`src/rtl/uc_multiciclo_if.sv`:
```
// uc_multiciclo_if: bundle between the multicycle control unit and its datapath.
//   Datapath -> control (master drives): opcode, funct3, flag.
//   Control -> datapath (slave drives):  ir_en, pc_en, rf_we, mem_we, alu_src,
//                                        mem_to_reg, pc_src, state, illegal,
//                                        instr_count.
//   The control unit takes the slave modport; the datapath (or a bench) takes master.
interface uc_multiciclo_if #(
  parameter int CNT_W = 32
);
  logic [6:0]       opcode;
  logic [2:0]       funct3;
  logic             flag;
  logic             ir_en;
  logic             pc_en;
  logic             rf_we;
  logic             mem_we;
  logic             alu_src;
  logic             mem_to_reg;
  logic             pc_src;
  logic [2:0]       state;
  logic             illegal;
  logic [CNT_W-1:0] instr_count;

  modport master (
    output opcode, funct3, flag,
    input  ir_en, pc_en, rf_we, mem_we, alu_src, mem_to_reg, pc_src,
           state, illegal, instr_count
  );

  modport slave (
    input  opcode, funct3, flag,
    output ir_en, pc_en, rf_we, mem_we, alu_src, mem_to_reg, pc_src,
           state, illegal, instr_count
  );
endinterface

```
`src/rtl/uc_multiciclo.sv`:
```
// uc_multiciclo: multicycle control unit for the RV64 subset datapath
// (load, store, add/sub, addi and the six conditional branches).
// Sequences FETCH -> DECODE -> EXEC -> MEM -> WB and drives the datapath
// load enables, write strobes and mux selects.
// Ports:
//   clock    rising-edge system clock
//   reset_n  asynchronous active-low reset
//   bus      uc_multiciclo_if.slave (instruction fields and flag in,
//            enables/selects/state/illegal/instr_count out)
// Parameters:
//   HALT_ON_ILLEGAL  1: unsupported instruction enters HALT; 0: PC+4 NOP
//   CNT_W            width of the retired-instruction counter
module uc_multiciclo #(
  parameter bit HALT_ON_ILLEGAL = 1'b1,
  parameter int CNT_W           = 32
) (
  input logic            clock,
  input logic            reset_n,
  uc_multiciclo_if.slave bus
);

  typedef enum logic [2:0] {
    FETCH  = 3'd0,
    DECODE = 3'd1,
    EXEC   = 3'd2,
    MEM    = 3'd3,
    WB     = 3'd4,
    HALT   = 3'd5
  } state_t;

  localparam logic [6:0] OP_LOAD   = 7'b0000011;
  localparam logic [6:0] OP_STORE  = 7'b0100011;
  localparam logic [6:0] OP_RTYPE  = 7'b0110011;
  localparam logic [6:0] OP_ADDI   = 7'b0010011;
  localparam logic [6:0] OP_BRANCH = 7'b1100011;

  state_t           state_q, state_d;
  logic [6:0]       op_q;
  logic [2:0]       f3_q;
  logic             illegal_q;
  logic [CNT_W-1:0] count_q;

  logic lat_legal, is_load, is_store, is_rtype, is_addi, is_branch;
  logic ir_en, pc_en, rf_we, mem_we, alu_src, mem_to_reg, pc_src;
  logic ir_en_c, pc_en_c, rf_we_c, mem_we_c, alu_src_c, mem_to_reg_c, pc_src_c;

  // funct3 010/011 are unused encodings in the branch opcode space.
  function automatic logic is_legal(input logic [6:0] op, input logic [2:0] f3);
    case (op)
      OP_LOAD, OP_STORE, OP_RTYPE, OP_ADDI: is_legal = 1'b1;
      OP_BRANCH:                            is_legal = (f3 != 3'b010) && (f3 != 3'b011);
      default:                              is_legal = 1'b0;
    endcase
  endfunction

  // Class decodes come only from the latched copy, so an illegal NOP
  // reaching WB decodes as "no class" and leaves rf_we low.
  assign lat_legal = is_legal(op_q, f3_q);
  assign is_load   = lat_legal && (op_q == OP_LOAD);
  assign is_store  = lat_legal && (op_q == OP_STORE);
  assign is_rtype  = lat_legal && (op_q == OP_RTYPE);
  assign is_addi   = lat_legal && (op_q == OP_ADDI);
  assign is_branch = lat_legal && (op_q == OP_BRANCH);

  always_ff @(posedge clock or negedge reset_n) begin
    if (!reset_n) begin
      state_q <= FETCH;
    end else begin
      state_q <= state_d;
    end
  end

  always_comb begin
    state_d = FETCH;
    case (state_q)
      FETCH:  state_d = DECODE;
      DECODE: begin
        if (is_legal(bus.opcode, bus.funct3)) begin
          state_d = EXEC;
        end else if (HALT_ON_ILLEGAL) begin
          state_d = HALT;
        end else begin
          state_d = WB;
        end
      end
      EXEC: begin
        if (is_branch) begin
          state_d = FETCH;
        end else if (is_load || is_store) begin
          state_d = MEM;
        end else begin
          state_d = WB;
        end
      end
      MEM:     state_d = is_load ? WB : FETCH;
      WB:      state_d = FETCH;
      HALT:    state_d = HALT;
      default: state_d = FETCH;
    endcase
  end

  // Every enable/select is gated by reset_n so that asserting reset drops
  // them at once, including the ir_en that FETCH would otherwise raise.
  always_comb begin
    ir_en_c      = 1'b0;
    pc_en_c      = 1'b0;
    rf_we_c      = 1'b0;
    mem_we_c     = 1'b0;
    alu_src_c    = 1'b0;
    mem_to_reg_c = 1'b0;
    pc_src_c     = 1'b0;
    case (state_q)
      FETCH: ir_en_c = 1'b1;
      EXEC: begin
        alu_src_c = is_rtype || is_branch;
        if (is_branch) begin
          pc_en_c  = 1'b1;
          pc_src_c = bus.flag;
        end
      end
      MEM: begin
        if (is_store) begin
          mem_we_c = 1'b1;
          pc_en_c  = 1'b1;
        end
      end
      WB: begin
        rf_we_c      = is_load || is_rtype || is_addi;
        mem_to_reg_c = !is_load;
        pc_en_c      = 1'b1;
      end
      default: ;
    endcase
    ir_en      = ir_en_c      && reset_n;
    pc_en      = pc_en_c      && reset_n;
    rf_we      = rf_we_c      && reset_n;
    mem_we     = mem_we_c     && reset_n;
    alu_src    = alu_src_c    && reset_n;
    mem_to_reg = mem_to_reg_c && reset_n;
    pc_src     = pc_src_c     && reset_n;
  end

  // Instruction latch, sticky illegal flag and retire counter.
  always_ff @(posedge clock or negedge reset_n) begin
    if (!reset_n) begin
      op_q      <= '0;
      f3_q      <= '0;
      illegal_q <= 1'b0;
      count_q   <= '0;
    end else begin
      if (state_q == DECODE) begin
        op_q <= bus.opcode;
        f3_q <= bus.funct3;
      end
      if (state_d == HALT) begin
        illegal_q <= 1'b1;
      end
      if (pc_en) begin
        count_q <= count_q + CNT_W'(1);
      end
    end
  end

  assign bus.ir_en       = ir_en;
  assign bus.pc_en       = pc_en;
  assign bus.rf_we       = rf_we;
  assign bus.mem_we      = mem_we;
  assign bus.alu_src     = alu_src;
  assign bus.mem_to_reg  = mem_to_reg;
  assign bus.pc_src      = pc_src;
  assign bus.state       = state_q;
  assign bus.illegal     = illegal_q;
  assign bus.instr_count = count_q;

endmodule
```
`src/flat_wrapper.sv`:
```
// flat-port wrapper written by rule: the top's interface ports become plain ports
module uc_multiciclo_flat 
#(
  parameter bit HALT_ON_ILLEGAL = 1'b1,
  parameter int CNT_W           = 32
)
  (clock, reset_n, bus_opcode, bus_funct3, bus_flag, bus_ir_en, bus_pc_en, bus_rf_we, bus_mem_we, bus_alu_src, bus_mem_to_reg, bus_pc_src, bus_state, bus_illegal, bus_instr_count);
  uc_multiciclo_if #(.CNT_W(CNT_W)) bus_i ();
  input logic clock;
  input logic reset_n;
  input wire logic [$bits(bus_i.opcode)-1:0] bus_opcode;
  input wire logic [$bits(bus_i.funct3)-1:0] bus_funct3;
  input wire logic [$bits(bus_i.flag)-1:0] bus_flag;
  output wire logic [$bits(bus_i.ir_en)-1:0] bus_ir_en;
  output wire logic [$bits(bus_i.pc_en)-1:0] bus_pc_en;
  output wire logic [$bits(bus_i.rf_we)-1:0] bus_rf_we;
  output wire logic [$bits(bus_i.mem_we)-1:0] bus_mem_we;
  output wire logic [$bits(bus_i.alu_src)-1:0] bus_alu_src;
  output wire logic [$bits(bus_i.mem_to_reg)-1:0] bus_mem_to_reg;
  output wire logic [$bits(bus_i.pc_src)-1:0] bus_pc_src;
  output wire logic [$bits(bus_i.state)-1:0] bus_state;
  output wire logic [$bits(bus_i.illegal)-1:0] bus_illegal;
  output wire logic [$bits(bus_i.instr_count)-1:0] bus_instr_count;
  assign bus_i.opcode = bus_opcode;
  assign bus_i.funct3 = bus_funct3;
  assign bus_i.flag = bus_flag;
  assign bus_ir_en = bus_i.ir_en;
  assign bus_pc_en = bus_i.pc_en;
  assign bus_rf_we = bus_i.rf_we;
  assign bus_mem_we = bus_i.mem_we;
  assign bus_alu_src = bus_i.alu_src;
  assign bus_mem_to_reg = bus_i.mem_to_reg;
  assign bus_pc_src = bus_i.pc_src;
  assign bus_state = bus_i.state;
  assign bus_illegal = bus_i.illegal;
  assign bus_instr_count = bus_i.instr_count;
  uc_multiciclo #(.HALT_ON_ILLEGAL(HALT_ON_ILLEGAL), .CNT_W(CNT_W)) u_core (.clock(clock), .reset_n(reset_n), .bus(bus_i));
endmodule
```
`config.mk`:
```
export PLATFORM = sky130hd
export DESIGN_NAME = uc_multiciclo_flat
export DESIGN_NICKNAME = d
export VERILOG_FILES = /design/src/rtl/uc_multiciclo_if.sv /design/src/rtl/uc_multiciclo.sv /design/src/flat_wrapper.sv
export SDC_FILE = /design/constraint.sdc
export NUM_CORES = 1
export LEC_CHECK = 0
export ABC_AREA = 0
export CAP_MARGIN = 40
export CELL_PAD_IN_SITES_DETAIL_PLACEMENT = 1
export CELL_PAD_IN_SITES_GLOBAL_PLACEMENT = 2
export CORE_MARGIN = 3
export CORE_UTILIZATION = 34
export CTS_BUF_LIST = sky130_fd_sc_hd__clkbuf_16
export DETAILED_ROUTE_END_ITERATION = 8
export PLACE_DENSITY_LB_ADDON = 0.2
export SYNTH_ARGS = -nofsm -noshare
export SYNTH_HDL_FRONTEND = slang
export SYNTH_SLANG_ARGS = --single-unit
```
`constraint.sdc`:
```
create_clock -name clock -period 5.9 [get_ports clock]
set_clock_uncertainty 0.2 [all_clocks]
set_input_delay 1.475 -clock clock [delete_from_list [all_inputs] [get_ports clock]]
set_output_delay 1.475 -clock clock [all_outputs]
set_load 0.05 [all_outputs]
```
==> impl_metrics.tcl <==
set metrics [dict create \
    status "completed" \
    cts_made_buffers 5 \
    rr_startpoint "u_core.bus.instr_count[4]" \
    finalInstanceArea_sq_um 3027 \
    synth_seq_area_share 0.4950 \
    critPathBufInv 3 \
    synth_nets 214 \
    async_flop_share 1.000 \
    final_common_cell "clkdlybuf4s50_1" \
    layout.cells.non_filler 336 \
    place_inst 329 \
    ios 56 \
    hold_depth 1 \
    grt_pass1_vias 1803 \
    worst-setup-path-type "in2out" \
    antenna_found_initial 0 \
    post_cts_resized 0 \
    detail-route-antenna-nets 0 \
    worstHoldStart "u_core.bus.illegal" \
    fillCellCount 698 \
    leakage_nw 1.177 \
    hold_violations 0 \
    final_util 0.4713 \
    setup_slack_ns 1.034 \
    start_util 0.3542 \
    arrival_ns 3.19 \
    core_sq_um 6422 \
    grt_start_max_net_pins 25 \
    holdCritPathClass "reg2reg" \
    period_minus_slack_ns 4.866 \
    multi_input_area_sq_um 1089 \
    fin_setup_tns_ns 0 \
    r2r_setup_slack_ns 3.60 \
    clk_pin_slew_ns 0.06 \
    grt_usage 0.1523 \
    drc 0 \
    setup_viol 0 \
    rsz0062_at_grt "no" \
    insertion_delay_ns 0.28 \
    p_sw_frac 0.3533 \
    port_buffers 54 \
    root_buffer "clkbuf_16" \
    end_kind "primary output" \
    overflow 0 \
    nNetsFinal 273 \
    synthFlopType "dfrtp_1" \
    holdBufCountCts 0 \
    tightest_slew_ns 0.8263 \
    post-place-ws_ns 0.9936 \
    synth_warnings 0 \
    die_w_microns 87.80 \
    maxCapViolations 0 \
    switching_power_uw 354.3 \
    fin_crit_sh 0.8248 \
    drive_above_1_share 0.1274 \
    clockBufferDepth 2 \
    cp_cell_sequence "buf_2, buf_4, nand2_1, nor3_1, and2_1, clkdlybuf4s50_1" \
    wirelength_mm 5.345 \
    cts.sinks 45 \
    crit_required_ns 4.22 \
    cp_slowest_stage_delay_ns 0.80 \
    htreeDepth 2 \
    cp_top_family "buffers and inverters" \
    syn_area_per_cell_sq_um 11.37 \
    antenna_cells 0 \
    regArea_sq_um 1126 \
    num_rows 29 \
    dpl_cell_area_sq_um 2894 \
    syn2layout_area_growth_pct 33.06 \
    drt_pass1_iterations 4 \
    cts_tree "done" \
    gp_congestion 0.7224 \
    ys_ff_latch 45 \
    vias 1758 \
    finalMaxSlewViolations 0 \
    p_per_area_nw_per_um2 331.3 \
    cp.depth 6 \
    worstHoldEndpoint "u_core.bus.illegal" \
    netlist_area_sq_um 2275 \
    synth_cell_types 40 \
    clkPwrFrac 0.261 \
    synth-edff-count 0 \
    hold_slack_ns 0.2632 \
    fmax_ghz 0.2055 \
    grt_pass1_wl_mm 9.211 \
    crit_path_max_fanout 24 \
    power_frac_seq 0.422 \
    worst_setup_path_start_kind "input port" \
    syn-instance-count 200 \
    crit_path_top_delay_cell "clkdlybuf4s50_1" \
    pwr-share-comb 0.318 \
    r2r_cells 5 \
    post_cts.repair.setup_buffers 0 \
    internal_power_uw 648.5 \
    die-height_microns 87.80 \
    wl_per_cell_microns 15.91 \
    drt_iter0_markers 45 \
    irDropWorstVdd_uv 173.8 \
    power.total_mw 1.003 \
    dieArea_sq_um 7708 \
    dp_hpwl_mm 3.898 \
    layout_common_cells "53 x clkdlybuf4s50_1, 45 x dfrtp_1, 18 x xnor2_1" \
    relSlewSlack 0.4449 \
    viasPerCell 5.232 \
    r2r-end "u_core.bus.instr_count[26]" \
]
## Yosys cell counts (6+ instances only)
cell	instances	area share
nor2_1	10	0.017
nor3_1	6	0.013
nand3_1	8	0.018
dfrtp_1	45	0.50
nand4_1	15	0.041
xor2_1	13	0.050
mux2_2	9	0.045
xnor2_1	18	0.069
nand2_1	15	0.025
and3_1	7	0.019
## kinds of logic after synthesis
kind of cell | Yosys count | synth area share
AOI/OAI and AO/OA | 9 | 0.03741
adders and majority gates | 1 | 0.005500
DFF | 45 | 0.4950
xor gates and xnor gates | 31 | 0.1194
and+or+nand+nor | 94 | 0.2717
buffers and inverters | 11 | 0.02640
muxes | 9 | 0.04456
## how the worst max path moves through the flow
stage,from,end,slack (ns)
floorplan,reset_n,bus_pc_en,1.54
global placement,reset_n,bus_pc_src,1.00
detailed placement,reset_n,bus_pc_src,0.99
CTS,reset_n,bus_pc_src,1.0
global route,reset_n,bus_pc_src,0.89
finish,reset_n,bus_pc_src,1.03
## per-layer routing
| layer | up-vias | part of all wire | global-route usage |
|---|---|---|---|
| li1 | 832 | - | - |
| met1 | 883 | 0.48 | 0.2092 |
| met2 | 43 | 0.48 | 0.2411 |
| met3 | 0 | 0.043 | 0.04421 |
| met4 | 0 | 0 | 0.02929 |
| met5 | - | 0 | 0 |
## final cells by class
| cell class | count | area share |
|---|---|---|
| clock buffers | 5 | 0.04134 |
| inverters | 6 | 0.008268 |
| flip-flops and latches | 45 | 0.3721 |
| repair buffers | 57 | 0.1844 |
| well taps | 77 | 0.03183 |
| multi-input cells | 144 | 0.3597 |
| clock inverters | 2 | 0.002480 |
## power groups by stage
stage,registers (mW),logic [mW],clock network (mW)
after global routing,0.432,0.342,0.284
after global placement,0.428,0.318,0
final,0.423,0.318,0.261
after detailed placement,0.429,0.322,0
after CTS,0.424,0.323,0.271
after floorplan,0.489,0.161,0
## flip-flops by register name, indices dropped and copies added, names as in the netlist
name                    count
u_core.bus.instr_count     32
u_core.bus.illegal          1
u_core.f3_q                 2
u_core.op_q                 7
u_core.bus.state            3
Note: power is estimated with default switching activity, not from simulation.
